`src/rtl/imm_encoder_pkg.sv`:
```
`default_nettype none
// ============================================================================
// Module      : imm_encoder_pkg
// Description : Shared definitions for the immediate encoder. These include the
//               immsrc codes (the same ones the core's immediate extender
//               uses), the opcodes used to expand LI, the NOP word and the
//               encoder state type.
// Revision    : 1.0 - initial release
// ============================================================================
package imm_encoder_pkg;

  // immsrc encodings. 3'b110 and 3'b111 are illegal.
  localparam logic [2:0] IMM_I  = 3'b000;
  localparam logic [2:0] IMM_S  = 3'b001;
  localparam logic [2:0] IMM_B  = 3'b010;
  localparam logic [2:0] IMM_U  = 3'b011;
  localparam logic [2:0] IMM_J  = 3'b100;
  localparam logic [2:0] IMM_LI = 3'b101;

  localparam logic [6:0] OP_LUI  = 7'b0110111;
  localparam logic [6:0] OP_IMM  = 7'b0010011;
  localparam logic [2:0] F3_ADDI = 3'b000;

  // addi x0,x0,0
  localparam logic [31:0] NOP_INSTR = 32'h0000_0013;

  typedef enum logic [1:0] {
    ST_EMPTY     = 2'd0,  // nothing held
    ST_HOLD      = 2'd1,  // one final beat held
    ST_HOLD_PEND = 2'd2   // LUI beat held, ADDI waiting in the pend register
  } state_e;

  // True when v, read as a signed 32-bit value, fits in a signed field whose
  // sign bit sits at position msb. In that case bits [31:msb] are all equal.
  function automatic logic fits_signed(input logic [31:0] v, input int unsigned msb);
    logic [31:0] s;
    s = 32'($signed(v) >>> msb);
    return (s == '0) || (s == '1);
  endfunction

endpackage
`default_nettype wire

```
`src/rtl/imm_encoder_if.sv`:
```
`default_nettype none
// ============================================================================
// Module      : imm_encoder_if
// Description : Request/response handshake bundle for imm_encoder.
//   Request  : in_valid, in_ready, in_immsrc[2:0], in_base[31:0], in_imm[31:0]
//   Response : out_valid, out_ready, out_instr[31:0], out_err, out_last
//   master   : the requester and consumer (drives the request side and out_ready)
//   slave    : the encoder
// Revision    : 1.0 - initial release
// ============================================================================
interface imm_encoder_if;
  logic        in_valid;
  logic        in_ready;
  logic [2:0]  in_immsrc;
  logic [31:0] in_base;
  logic [31:0] in_imm;
  logic        out_valid;
  logic        out_ready;
  logic [31:0] out_instr;
  logic        out_err;
  logic        out_last;

  modport master (
    output in_valid, in_immsrc, in_base, in_imm, out_ready,
    input  in_ready, out_valid, out_instr, out_err, out_last
  );

  modport slave (
    input  in_valid, in_immsrc, in_base, in_imm, out_ready,
    output in_ready, out_valid, out_instr, out_err, out_last
  );
endinterface
`default_nettype wire

```
`src/rtl/imm_encoder_pack.sv`:
```
`default_nettype none
// ============================================================================
// Module      : imm_pack
// Description : Combinational packer. It places a signed immediate into the
//               immediate bit positions of a base instruction (the inverse of
//               the immediate extender) and reports whether the value fits.
//   immsrc[2:0] in  : format (I/S/B/U/J); any other code gives ok=0
//   base[31:0]  in  : instruction with non-immediate fields filled
//   imm[31:0]   in  : signed immediate
//   word[31:0]  out : base with the immediate fields replaced
//   ok          out : immediate is encodable in the selected format
// Revision    : 1.0 - initial release
// ============================================================================
module imm_pack
  import imm_encoder_pkg::*;
(
  input  logic [2:0]  immsrc,
  input  logic [31:0] base,
  input  logic [31:0] imm,
  output logic [31:0] word,
  output logic        ok
);

  // The concatenations keep only the non-immediate bits of base. That clears
  // the immediate positions before the new fields go in.
  always_comb begin
    word = base;
    ok   = 1'b0;
    case (immsrc)
      IMM_I: begin
        word = {imm[11:0], base[19:0]};
        ok   = fits_signed(imm, 11);
      end
      IMM_S: begin
        word = {imm[11:5], base[24:12], imm[4:0], base[6:0]};
        ok   = fits_signed(imm, 11);
      end
      IMM_B: begin
        word = {imm[12], imm[10:5], base[24:12], imm[4:1], imm[11], base[6:0]};
        ok   = fits_signed(imm, 12) && !imm[0];
      end
      IMM_U: begin
        word = {imm[31:12], base[11:0]};
        ok   = (imm[11:0] == 12'h000);
      end
      IMM_J: begin
        word = {imm[20], imm[10:1], imm[11], imm[19:12], base[11:0]};
        ok   = fits_signed(imm, 20) && !imm[0];
      end
      default: begin
        word = base;
        ok   = 1'b0;
      end
    endcase
  end

endmodule
`default_nettype wire

```
`src/rtl/imm_encoder.sv`:
```
`default_nettype none
// ============================================================================
// Module      : imm_encoder
// Description : Encodes an immediate into an instruction word for the
//               debug/boot instruction-injection path. Range errors give a
//               NOP with out_err set. The LI pseudo-op expands to LUI, ADDI,
//               or LUI followed by ADDI. There is one registered output stage,
//               plus a pend register that holds the second beat of an LI.
//   clk         in  : clock, rising edge
//   reset       in  : asynchronous, active-high
//   bus         slave modport of imm_encoder_if (valid/ready request and response)
// Revision    : 1.0 - initial release
// ============================================================================
module imm_encoder
  import imm_encoder_pkg::*;
#(
  parameter logic [31:0] RESET_NOP = NOP_INSTR
) (
  input  logic           clk,
  input  logic           reset,
  imm_encoder_if.slave   bus
);

  state_e      state;
  logic [31:0] instr_reg;
  logic        err_reg;
  logic        last_reg;
  logic [31:0] pend_reg;

  logic        accept;

  // Fields used to expand LI
  logic [4:0]  li_rd;
  logic [11:0] li_lo;
  logic [19:0] li_hi;
  logic        li_small;
  logic [31:0] lui_word,  addi_word,  main_word;
  logic        lui_ok,    addi_ok,    main_ok;

  // Next beat decoded from the current request
  logic [31:0] next_instr;
  logic        next_err;
  logic        next_last;
  logic        next_two;

  assign bus.in_ready  = !reset &&
                         ((state == ST_EMPTY) || ((state == ST_HOLD) && bus.out_ready));
  assign bus.out_valid = (state != ST_EMPTY);
  assign bus.out_instr = instr_reg;
  assign bus.out_err   = err_reg;
  assign bus.out_last  = last_reg;

  assign accept = bus.in_valid && bus.in_ready;

  assign li_rd    = bus.in_base[11:7];
  assign li_lo    = bus.in_imm[11:0];
  // (imm + 0x800) >> 12. The carry out of the low 12 bits is just imm[11].
  // The add wraps modulo 2^20, which matches the mod-2^32 sum.
  assign li_hi    = bus.in_imm[31:12] + {19'd0, bus.in_imm[11]};
  assign li_small = fits_signed(bus.in_imm, 11);

  imm_pack u_pack_main (
    .immsrc (bus.in_immsrc),
    .base   (bus.in_base),
    .imm    (bus.in_imm),
    .word   (main_word),
    .ok     (main_ok)
  );

  imm_pack u_pack_lui (
    .immsrc (IMM_U),
    .base   ({20'd0, li_rd, OP_LUI}),
    .imm    ({li_hi, 12'd0}),
    .word   (lui_word),
    .ok     (lui_ok)
  );

  // A small LI is ADDI rd,x0,lo. The second half of a pair is ADDI rd,rd,lo.
  imm_pack u_pack_addi (
    .immsrc (IMM_I),
    .base   ({12'd0, (li_small ? 5'd0 : li_rd), F3_ADDI, li_rd, OP_IMM}),
    .imm    ({{20{li_lo[11]}}, li_lo}),
    .word   (addi_word),
    .ok     (addi_ok)
  );

  always_comb begin
    next_instr = RESET_NOP;
    next_err   = 1'b1;
    next_last  = 1'b1;
    next_two   = 1'b0;
    case (bus.in_immsrc)
      IMM_I, IMM_S, IMM_B, IMM_U, IMM_J: begin
        if (main_ok) begin
          next_instr = main_word;
          next_err   = 1'b0;
        end
      end
      IMM_LI: begin
        // Both sub-words are always in range by construction, so LI never errors
        if (lui_ok && addi_ok) begin
          next_err = 1'b0;
          if (li_small) begin
            next_instr = addi_word;
          end else if (li_lo == 12'h000) begin
            next_instr = lui_word;
          end else begin
            next_instr = lui_word;
            next_last  = 1'b0;
            next_two   = 1'b1;
          end
        end
      end
      default: begin
        next_instr = RESET_NOP;
        next_err   = 1'b1;
      end
    endcase
  end

  // An accept can only happen in EMPTY, or in HOLD while the held beat is
  // being consumed. In both cases the new beat replaces the output register.
  always_ff @(posedge clk or posedge reset) begin
    if (reset) begin
      state     <= ST_EMPTY;
      instr_reg <= RESET_NOP;
      err_reg   <= 1'b0;
      last_reg  <= 1'b0;
      pend_reg  <= RESET_NOP;
    end else if (accept) begin
      state     <= next_two ? ST_HOLD_PEND : ST_HOLD;
      instr_reg <= next_instr;
      err_reg   <= next_err;
      last_reg  <= next_last;
      pend_reg  <= addi_word;
    end else if ((state == ST_HOLD) && bus.out_ready) begin
      state     <= ST_EMPTY;
      instr_reg <= RESET_NOP;
      err_reg   <= 1'b0;
      last_reg  <= 1'b0;
    end else if ((state == ST_HOLD_PEND) && bus.out_ready) begin
      state     <= ST_HOLD;
      instr_reg <= pend_reg;
      err_reg   <= 1'b0;
      last_reg  <= 1'b1;
    end
  end

endmodule
`default_nettype wire

```
`src/flat_wrapper.sv`:
```
// flat-port wrapper written by rule: the top's interface ports become plain ports
module imm_encoder_flat import imm_encoder_pkg::*;
#(
  parameter logic [31:0] RESET_NOP = NOP_INSTR
)
  (clk, reset, bus_in_valid, bus_in_immsrc, bus_in_base, bus_in_imm, bus_out_ready, bus_in_ready, bus_out_valid, bus_out_instr, bus_out_err, bus_out_last);
  imm_encoder_if bus_i ();
  input  logic clk;
  input  logic reset;
  input wire logic [$bits(bus_i.in_valid)-1:0] bus_in_valid;
  input wire logic [$bits(bus_i.in_immsrc)-1:0] bus_in_immsrc;
  input wire logic [$bits(bus_i.in_base)-1:0] bus_in_base;
  input wire logic [$bits(bus_i.in_imm)-1:0] bus_in_imm;
  input wire logic [$bits(bus_i.out_ready)-1:0] bus_out_ready;
  output wire logic [$bits(bus_i.in_ready)-1:0] bus_in_ready;
  output wire logic [$bits(bus_i.out_valid)-1:0] bus_out_valid;
  output wire logic [$bits(bus_i.out_instr)-1:0] bus_out_instr;
  output wire logic [$bits(bus_i.out_err)-1:0] bus_out_err;
  output wire logic [$bits(bus_i.out_last)-1:0] bus_out_last;
  assign bus_i.in_valid = bus_in_valid;
  assign bus_i.in_immsrc = bus_in_immsrc;
  assign bus_i.in_base = bus_in_base;
  assign bus_i.in_imm = bus_in_imm;
  assign bus_i.out_ready = bus_out_ready;
  assign bus_in_ready = bus_i.in_ready;
  assign bus_out_valid = bus_i.out_valid;
  assign bus_out_instr = bus_i.out_instr;
  assign bus_out_err = bus_i.out_err;
  assign bus_out_last = bus_i.out_last;
  imm_encoder #(.RESET_NOP(RESET_NOP)) u_core (.clk(clk), .reset(reset), .bus(bus_i));
endmodule
```
`config.mk`:
```
export PLATFORM = sky130hd
export DESIGN_NAME = imm_encoder_flat
export DESIGN_NICKNAME = d
export VERILOG_FILES = /design/src/rtl/imm_encoder_pkg.sv /design/src/rtl/imm_encoder_if.sv /design/src/rtl/imm_encoder_pack.sv /design/src/rtl/imm_encoder.sv /design/src/flat_wrapper.sv
export SDC_FILE = /design/constraint.sdc
export NUM_CORES = 1
export LEC_CHECK = 0
export CAP_MARGIN = 20
export CORE_MARGIN = 2
export CORE_UTILIZATION = 52
export CTS_CLUSTER_SIZE = 40
export DETAILED_ROUTE_END_ITERATION = 10
export GPL_TIMING_DRIVEN = 1
export PLACE_DENSITY = 0.84
export SYNTH_ARGS = -nofsm -noshare
export SYNTH_HDL_FRONTEND = slang
export SYNTH_SLANG_ARGS = --single-unit
```
`constraint.sdc`:
```
create_clock -name clk -period 4.1 [get_ports clk]
set_clock_uncertainty 0.15 [all_clocks]
set_input_delay 0.82 -clock clk [delete_from_list [all_inputs] [get_ports clk]]
set_output_delay 0.82 -clock clk [all_outputs]
set_load 0.01 [all_outputs]
```
==> reports/results.tsv, run 1 <==
metric	value	unit
TritonCTS clock tree	done	
fin crit share	0.798	
average cell area after synthesis	8.05	um^2
final setup fails	0	
max incr delay on CP	0.64	ns
Cell Rows	31	
I/O pin count	107	
fill cell count	592	
syn_nets	542	
peak supply drop	0.431	mV
Crit Reg-Reg Endpoint	u_core.bus.out_instr[18]$_DFFE_PP0P_	
clk slew on worst S/H paths	0.07	ns
Comb pwr share	0.416	
Worst R2R Start	u_core.bus.out_last$_DFFE_PP0P_	
crit path capture type	flip-flop	
clock group share of total power	0.214	
Slew Viols, Final	0	
post-synthesis cell type count	57	
PwrDens	493	nW/um^2
ant diodes	0	
Pre-Repair DR Iteration Count	5	
Hold Path Sink	u_core.pend_reg[28]$_DFFE_PP0P_	
run status	finished, final reports clean	
multi-input logic area	2190	um^2
final wirelength	13000	um
Bufs and invs on worst path	3	
HP Start	u_core.pend_reg[28]$_DFFE_PP0P_	
crit start category	input port	
hold path cells	2	
RSZ-0062 raised after global routing	no	
Core Area	7140	um^2
number of synthesized flops with an enable pin	0	
clock latency on the worst-skew pair	0.35	ns
delay-heaviest family, CP	buffers and inverters	
final routed DRC violation total	0	
sequential area share after synthesis	0.380	
CTS buffer count	9	
Cell Area, Synth	3770	um^2
sw frac	0.369	
Pint	1590	uW
hold_buf cts	0	
post-DR wirelength/cell	19.3	um
WP data required	4.22	ns
Setup WS post-layout	0.828	ns
Hold Path Class	reg2reg	
Post-CTS Setup Inserts	0	
Antenna Nets Post-Route	0	
critical path class	in2reg	
YS warnings	0	
LEAKAGE	0.00214	uW
share of layout cells above drive strength 1	0.103	
worst r2r path cells	7	
max_cap viols	0	
FF+latch count, synth	57	
critical path's slowest cell	clkdlybuf4s50_1	
sum of negative setup slack	0	ns
critical path, cell by cell	clkdlybuf4s50_1 -> ha_1 -> nand3_1 -> nor3_2 -> buf_4 -> a32oi_1 -> o211a_1 -> buf_4 -> o22ai_1 -> nand2_1 -> a21oi_1	
GRT overflow	0	
largest net degree at the start of global routing	32	
Worst Path Max Fanout	13	
Seq. cell area	1430	um^2
min Tclk post-route	3.27	ns
H-tree depth	3	
final HPWL from detailed placement	9480	um
P&R area growth vs syn	35.6	%
die width	89.1	um
Cells after Synth	468	
Switch Pwr	931	uW
initial antenna violation count	0	
async set-or-reset flop fraction in the synthesized netlist	1.00	
CP most frequent cell	buf_4	
Fin. Hold Viols	0	
CTS root buf	clkbuf_8	
CTS Sinks	57	
Iter 0 DRT Violations	399	
max reg flops	32	
Crit path depth	11	
vias in the first global route	4050	
Synth Flop Type	dfrtp_1	
Vias	4133	
Place WS	0.546	ns
PostCTS Resize Cnt	0	
RePlAce Congestion	0.968	
Die Area	7940	um^2
via/cell ratio	6.14	
Flop pwr share	0.370	
Rel. slew slack	0.514	
IO buf count	99	
GRT Total Usage	0.336	
Max Fclk	306	MHz
first-pass GRT wire length	20200	um
Initial Util	0.528	
Die H	89.1	um
clock buffer depth	2	
Worst-Margin Slew	0.726	ns
r2r setup slk	1.87	ns
nets	643	
data arrival time of the worst path	3.39	ns
-- logic make-up after synthesis --
logic type	share of synthesized area
simple gates	0.244
flops	0.380
buf+inv	0.0412
fa+ha+maj	0.00997
mux	0.0565
compound gates	0.225
xor+xnor	0.0442
-- cell usage in the layout (no fill, tap or decap), drive strengths merged, types with 10 or more instances in the layout --
master         synthesis  final
clkdlybuf4s50          0     99
nand3                 16     16
a21oi                 32     32
clkbuf                16     11
buf                   12     19
nand2                 88     88
nor2                  48     48
a211oi                10     10
xnor2                 11     11
o21ai                 51     51
dfrtp                 54     54
mux2i                 13     13
-- power by group through the flow --
stage | Sequential [uW] | Combinational [uW] | Clock (uW)
finish | 933 | 1050 | 539
global route | 955 | 1150 | 563
CTS | 926 | 1040 | 542
detailed placement | 932 | 1030 | 0
global placement | 925 | 993 | 0
floorplan | 960 | 487 | 0
-- worst reg2reg max path: stages, from the launching register on --
cell and delay, ns:
dfrtp_1 0.40, nor2b_1 0.18, nor3_1 0.19, nand2_1 0.13
a21oi_2 0.49, buf_4 0.28, nand2_1 0.12, a21oi_1 0.20
-- how the worst max path moves through the flow --
stage,from,to,slack (ns)
2_1_floorplan,bus_in_imm[14],u_core.bus.out_instr[20]$_DFFE_PP0P_,1.41
3_3_place_gp,bus_in_imm[11],u_core.bus.out_instr[21]$_DFFE_PP0P_,0.52
3_5_place_dp,bus_in_imm[11],u_core.bus.out_instr[21]$_DFFE_PP0P_,0.55
4_1_cts,bus_in_imm[11],u_core.bus.out_instr[18]$_DFFE_PP0P_,0.88
5_1_grt,bus_in_immsrc[0],u_core.bus.out_instr[17]$_DFFE_PP0P_,0.69
6_report,bus_in_imm[11],u_core.bus.out_instr[15]$_DFFE_PP0P_,0.83
-- synthesized netlist by cell type (3+ instances only) --
library cell,number,area (um^2)
nand2_1,88,330
dfrtp_1,54,1350
o21ai_0,47,235
nor2_1,45,169
a21oi_1,31,155
clkbuf_1,16,60.1
nand3_1,16,80.1
mux2i_1,13,130
xnor2_1,11,96.3
a211oi_1,10,75.1
a31oi_1,8,50.1
xor2_1,8,70.1
buf_2,7,35.0
and3_1,6,37.5
mux2_2,6,67.6
nor3_1,6,30.0
nor4_1,6,37.5
a22oi_1,5,37.5
inv_1,5,18.8
nand4_1,5,31.3
nor2b_1,5,31.3
o22ai_1,5,31.3
a22o_1,4,35.0
o211ai_1,4,30.0
o21ai_1,4,20.0
and4_1,3,26.3
dfstp_2,3,78.8
ha_1,3,37.5
o21a_1,3,22.5
o22a_1,3,26.3
or2_2,3,18.8
-- metrics by stage --
| stage | area (um^2) | cells | hold WS, ns | util | total power (uW) |
|---|---|---|---|---|---|
| 2_1_floorplan | 3770 | 468 | 0.290 | - | 1450 |
| 3_3_place_gp | 4890 | 656 | 0.301 | 0.685 | 1920 |
| 3_5_place_dp | 4910 | 657 | 0.311 | 0.688 | 1960 |
| 4_1_cts | 5110 | 673 | 0.328 | 0.715 | 2510 |
| 5_1_grt | 5110 | 673 | 0.349 | 0.715 | 2670 |
| 6_report | 5110 | 673 | 0.329 | 0.715 | 2520 |
-- final cells by class --
cell class              instances  area share
inverters                       6     0.00441
well taps                      99      0.0243
repair buffers                118       0.224
clock inverters                 5      0.0108
flip-flops and latches         57       0.280
multi-input cells             377       0.428
clock buffers                  11      0.0277
-- layer usage --
metal,GRT usage,share of wire,vias up
met2,0.562,0.49,278
met3,0.0674,0.11,31
met1,0.426,0.37,1949
li1,-,-,1875
met4,0.140,0.025,0
met5,0,0,-
Note: power is estimated with default switching activity, not from simulation.
==> run 2, diff against run 1 <==
CORE_UTILIZATION = 49   (was 52)
PLACE_DENSITY = 0.8   (was 0.84)
clock period = 3.15 ns   (was 4.1 ns; I/O delays follow)
==> run 2 against run 1 <==
Hold slack got worse by 0.0016 ns; critical path depth decreased by 1; count of clock-buffer cells in the layout fell by 2; critical endpoint is now u_core.bus.out_instr[18]$_DFFE_PP0P_; largest power group unchanged.
==> reports/results.tsv, run 2 (synthesized netlist as in run 1, its figures left out) <==
metric	value	unit	change
CTS buffer count	9		unchanged
RePlAce Congestion	0.965		-0.22%
Comb pwr share	0.403		-0.013
critical path class	in2reg		
Fin. Hold Viols	0		unchanged
fill cell count	533		-10%
initial antenna violation count	0		unchanged
Die Area	8400	um^2	+5.8%
Flop pwr share	0.346		-0.024
vias in the first global route	4195		+3.6%
GRT Total Usage	0.329		-0.00719
Pint	2260	uW	+42%
CTS Sinks	57		unchanged
nets	685		+6.5%
first-pass GRT wire length	21500	um	+6.6%
IO buf count	99		unchanged
max reg flops	32		unchanged
max incr delay on CP	0.52	ns	-0.12 ns
Switch Pwr	1240	uW	+33%
Worst Path Max Fanout	4		-9
fin crit share	0.911		
PwrDens	636	nW/um^2	+29%
largest net degree at the start of global routing	32		unchanged
Cell Rows	31		unchanged
I/O pin count	107		unchanged
Die H	91.7	um	+2.9%
PostCTS Resize Cnt	0		unchanged
die width	91.7	um	+2.9%
Iter 0 DRT Violations	416		+4.3%
Place WS	0.0261	ns	-0.520 ns
post-DR wirelength/cell	18.8	um	-2.7%
most common library cell in the layout ignoring fill and taps	clkdlybuf4s50_1		
delay-heaviest family, CP	compound AO/OA/AOI/OAI gates		
Post-CTS Setup Inserts	0		unchanged
peak supply drop	0.453	mV	+5.2%
Max Fclk	349	MHz	
data arrival time of the worst path	2.98	ns	-0.41 ns
clock group share of total power	0.251		+0.037
via/cell ratio	6.02		-1.9%
Bufs and invs on worst path	2		-1
RSZ-0062 raised after global routing	no		
sum of negative setup slack	0	ns	unchanged
Core Area	7330	um^2	+2.7%
final setup fails	0		unchanged
min Tclk post-route	2.87	ns	
Antenna Nets Post-Route	0		unchanged
sw frac	0.355		-0.0148
critical path's slowest cell	clkdlybuf4s50_1		
GRT overflow	0		unchanged
hold path cells	2		unchanged
clk slew on worst S/H paths	0.08	ns	about the same
Initial Util	0.514		-0.0140
run status	finished, final reports clean		
critical path, cell by cell	clkdlybuf4s50_1 -> ha_1 -> nand3_1 -> nor3_2 -> a32oi_1 -> o211a_1 -> buf_4 -> o22ai_1 -> nand2_1 -> a21oi_1		
clock latency on the worst-skew pair	0.34	ns	about the same
P&R area growth vs syn	46.0	%	
Hold Path Class	reg2reg		
final wirelength	13400	um	+3.4%
hold_buf cts	0		unchanged
H-tree depth	3		unchanged
crit path capture type	flip-flop		
crit start category	input port		
Rel. slew slack	0.558		+0.0440
final routed DRC violation total	0		unchanged
Slew Viols, Final	0		unchanged
share of layout cells above drive strength 1	0.166		+0.0628
Vias	4306		+4.2%
TritonCTS clock tree	done		
clock buffer depth	2		unchanged
Pre-Repair DR Iteration Count	5		unchanged
most frequent cells in the layout	clkdlybuf4s50_1 (99), nand2_1 (88), buf_4 (58), dfrtp_1 (54), o21ai_0 (47)		
Setup WS post-layout	0.281	ns	-0.546 ns
WP data required	3.26	ns	-0.96 ns
max_cap viols	0		unchanged
Worst-Margin Slew	0.661	ns	-0.0657 ns
CTS root buf	clkbuf_8		
final HPWL from detailed placement	10000	um	+5.6%
worst r2r path cells	7		unchanged
Crit path depth	10		-1
LEAKAGE	0.00238	uW	+11%
ant diodes	0		unchanged
[run 2: cell types whose count changed in the layout (fill, tap and decap cells not counted), sizes merged]
cell,before,now
clkinvlp,2,0
buf,19,61
bufinv,1,3
inv,6,8
clkbuf,11,9
[run 2: area by class of cell]
cell class | instances | area (um^2) | share of cell area
clock inverters | 7 | 125 | 0.0228
well taps | 99 | 124 | 0.0225
repair buffers | 160 | 1490 | 0.270
clock buffers | 9 | 124 | 0.0225
flip-flops and latches | 57 | 1430 | 0.260
inverters | 6 | 22.5 | 0.00410
multi-input cells | 377 | 2190 | 0.398
[run 2: per-stage QoR]
stage                     cells  total power (uW)  utilization  cell area [um^2]  hold WS (ns)
after detailed placement    699              2600        0.716              5250         0.308
after global routing        715              3690        0.750              5500         0.353
after global placement      699              2550        0.716              5250         0.302
final                       715              3500        0.750              5500         0.327
after floorplan             468              1880            -              3770         0.290
after CTS                   715              3500        0.750              5500         0.325
[run 2: power by group through the flow]
stage               Sequential (uW)  Clock, uW  Combinational (uW)
finish                         1210        879                1410
CTS                            1200        888                1410
global route                   1240        920                1530
floorplan                      1250          0                 634
detailed placement             1210          0                1390
global placement               1190          0                1350
[run 2: worst paths after layout]
check                                                  endpoint                            start  slack (ns)
max in group asynchronous  u_core.bus.out_instr[29]$_DFFE_PP0P_                            reset        1.69
min reg2reg                     u_core.pend_reg[11]$_DFFE_PP0P_  u_core.pend_reg[11]$_DFFE_PP0P_        0.33
min in group asynchronous  u_core.bus.out_instr[10]$_DFFE_PP0P_                            reset        0.59
max reg2reg                u_core.bus.out_instr[22]$_DFFE_PP0P_  u_core.bus.out_last$_DFFE_PP0P_        0.99
min                             u_core.pend_reg[11]$_DFFE_PP0P_  u_core.pend_reg[11]$_DFFE_PP0P_        0.33
max                        u_core.bus.out_instr[18]$_DFFE_PP0P_                   bus_in_imm[11]        0.28
[run 2: worst register-to-register path: stages (launching register included)]
cell      delay, ns
dfrtp_1        0.40
nor2b_1        0.29
nor4b_2        0.09
a31oi_1        0.15
buf_4          0.27
o21ai_0        0.22
a21boi_1       0.20
a221oi_2       0.29
[run 2: layer usage]
| metal | share of wire | track usage |
|---|---|---|
| met4 | 0.039 | 0.167 |
| met3 | 0.092 | 0.0575 |
| met2 | 0.46 | 0.522 |
| met1 | 0.41 | 0.433 |
| met5 | 0 | 0 |
==> run 3, diff against run 2 <==
ABC_AREA = 1   (was default)
MAX_ROUTING_LAYER = met4   (was default)
PLACE_DENSITY = 0.79   (was 0.8)
==> run 3 against run 2 <==
Total power shrank 8.8%; register-to-register slack better by 0.03 ns; combinational power shrank 3%; critical path depth is 5 lower; design area is 2.0% lower; cell count up 14%; wire length down 2.9%; global-route usage decreased by 0.83 points; largest cell class unchanged.
==> reports/results.tsv, run 3 <==
metric	value	unit	change
Vias	4356		+1.2%
initial antenna violation count	0		unchanged
sequential area share after synthesis	0.357		-0.0224
Antenna Nets Post-Route	0		unchanged
run status	finished, final reports clean		
Core Area	7810	um^2	+6.5%
average cell area after synthesis	6.76	um^2	-16%
Pwr Total	3190	uW	-8.8%
P&R area growth vs syn	34.6	%	
clock buffer depth	2		unchanged
top cells by area, synth	dfrtp_1 (34%), nand2_1 (20%), o21ai_0 (5.5%)		
Worst Path Max Fanout	2		-2
Slew Viols, Final	0		unchanged
Synth Flop Type	dfrtp_1		
async set-or-reset flop fraction in the synthesized netlist	1.00		unchanged
Crit Reg-Reg Endpoint	u_core.bus.out_instr[14]$_DFFE_PP0P_		
clock latency on the worst-skew pair	0.35	ns	about the same
multi-input logic area	2280	um^2	+4.4%
final setup fails	0		unchanged
CTS root buf	clkbuf_8		
PwrDens	592	nW/um^2	-6.9%
YS warnings	0		unchanged
Die H	94.4	um	+3.0%
most numerous cell in the Yosys netlist	nand2_1		
data arrival time of the worst path	1.93	ns	-1.05 ns
critical path's slowest cell	clkdlybuf4s50_1		
Hold Path Sink	u_core.pend_reg[16]$_DFFE_PP0P_		
worst r2r path cells	8		+1
max incr delay on CP	0.50	ns	-0.02 ns
H-tree depth	3		unchanged
HP Start	u_core.pend_reg[16]$_DFFE_PP0P_		
hold path cells	2		unchanged
crit start category	input port		
Post-synth top cells	nand2_1 (215), nor2_1 (57), dfrtp_1 (54)		
critical path class	in2out		
GRT overflow	0		unchanged
critical path, cell by cell	clkdlybuf4s50_1 -> clkinvlp_4 -> o211ai_1 -> inv_1 -> clkdlybuf4s50_1		
Cell Rows	32		+3.2%
WP data required	2.37	ns	-0.89 ns
r2r setup slk	1.02	ns	+0.03 ns
largest net degree at the start of global routing	58		+81%
vias in the first global route	4371		+4.2%
sum of negative setup slack	0	ns	unchanged
Die Area	8910	um^2	+6.0%
ant diodes	0		unchanged
RSZ-0062 raised after global routing	no		
CTS Sinks	57		unchanged
die width	94.4	um	+3.0%
Setup WS post-layout	0.442	ns	+0.161 ns
peak supply drop	0.470	mV	+3.7%
IO buf count	99		unchanged
Max Fclk	369	MHz	+6.0%
final routed DRC violation total	0		unchanged
hold_buf cts	0		unchanged
Cells after Synth	592		+26%
fill cell count	719		+35%
clk slew on worst S/H paths	0.06	ns	-0.02 ns
nets	780		+14%
final wirelength	13100	um	-2.9%
max reg flops	32		unchanged
min Tclk post-route	2.71	ns	-0.161 ns
RePlAce Congestion	0.961		-0.46%
share of layout cells above drive strength 1	0.114		-0.0517
PostCTS Resize Cnt	0		unchanged
fin cells	813		+14%
Placed Cells	797		+14%
fin crit share	0.860		-0.0512
number of synthesized flops with an enable pin	0		unchanged
CTS buffer count	9		unchanged
TritonCTS clock tree	done		
Rel. slew slack	0.503		-0.0545
Cell Area, Synth	4000	um^2	+6.3%
Pre-Repair DR Iteration Count	5		unchanged
CP most frequent cell	clkdlybuf4s50_1		
Post-CTS Setup Inserts	0		unchanged
Iter 0 DRT Violations	268		-36%
final hold slack	0.330	ns	+0.00312 ns
most common library cell in the layout ignoring fill and taps	nand2_1		
Worst-Margin Slew	0.745	ns	+0.0842 ns
final HPWL from detailed placement	9970	um	-0.43%
max_cap viols	0		unchanged
crit path capture type	output pin		
most frequent cells in the layout	nand2_1 (215), clkdlybuf4s50_1 (99), nor2_1 (57), dfrtp_1 (54), o21ai_0 (44)		
Initial Util	0.513		-0.00108
FF+latch count, synth	57		unchanged
Hold Path Class	reg2reg		
Yosys top cell area share	0.338		-0.0212
Worst R2R Start	u_core.bus.out_last$_DFFE_PP0P_		
via/cell ratio	5.36		-11%
LEAKAGE	0.00251	uW	+5.5%
first-pass GRT wire length	21400	um	-0.77%
Seq. cell area	1430	um^2	unchanged
Place WS	0.115	ns	+0.0893 ns
I/O pin count	107		unchanged
Fin. Hold Viols	0		unchanged
area leader, netlist	dfrtp_1		
GRT Total Usage	0.321		-0.00829
post-DR wirelength/cell	16.1	um	-15%
syn_nets	666		+23%
post-synthesis cell type count	37		-35%
-- run 3: cell count changes after synthesis, sizes merged, moves of 8 or more --
cell,before,now
nand2,88,221
mux2i,13,0
xnor2,11,0
nor2,48,61
a31oi,8,0
nand3,16,27
inv,6,52
a211oi,10,0
-- run 3: routing by layer --
layer  part of all wire  vias up  track usage  wire [um]
li1                   -     2160            -          -
met4              0.022        0        0.111        286
met5                  0        -            -          0
met1               0.44     2014        0.416       5760
met2               0.47      157        0.514       6200
met3              0.062       25       0.0511        805
-- run 3: power breakdown --
part / switching, uW / internal, uW
sequential: 152 / 1040
combinational: 729 / 645
clock: 323 / 304
-- run 3: final cells by class --
type	instances	area share
Sequential cell	57	0.265
Inverter	52	0.0369
Tap cell	102	0.0237
Clock inverter	5	0.00580
Clock buffer	11	0.0262
Multi-Input combinational cell	464	0.424
Timing Repair Buffer	122	0.218
-- run 3: critical path: cells and delay by family --
kind            cells  cell delay, ns
buf+inv             4            1.19
compound gates      1            0.10
-- run 3: worst max-delay path by stage --
stage / start / end / slack (ns) / cells after the start
6_report: reset / bus_in_ready / 0.44 / 5
5_1_grt: bus_in_imm[12] / u_core.bus.out_instr[30]$_DFFE_PP0P_ / 0.28 / 14
4_1_cts: reset / bus_in_ready / 0.45 / 5
3_5_place_dp: bus_in_imm[11] / u_core.bus.out_instr[13]$_DFFE_PP0P_ / 0.12 / 12
3_3_place_gp: bus_in_imm[11] / u_core.bus.out_instr[13]$_DFFE_PP0P_ / 0.14 / 12
2_1_floorplan: reset / u_core.bus.out_instr[7]$_DFFE_PP0P_ / 0.20 / 9
-- run 3: cells by family (layout without fill, tap and decap cells) --
logic type               count (synthesis)  count (layout)  synth area share
AND/OR/NAND/NOR                        333             333             0.360
AO/OA/AOI/OAI                          107             107             0.149
buffers and inverters                   71             190            0.0735
flip-flops                              57              57             0.357
XOR/XNOR                                13              13            0.0284
multiplexers                             8               8            0.0225
adder cells (fa/ha/maj)                  3               3           0.00938
-- run 3: stage by stage --
| stage | utilization | area [um^2] |
|---|---|---|
| global placement | 0.668 | 5220 |
| floorplan | - | 4010 |
| global route | 0.690 | 5390 |
| finish | 0.690 | 5390 |
| CTS | 0.690 | 5390 |
| detailed placement | 0.668 | 5220 |
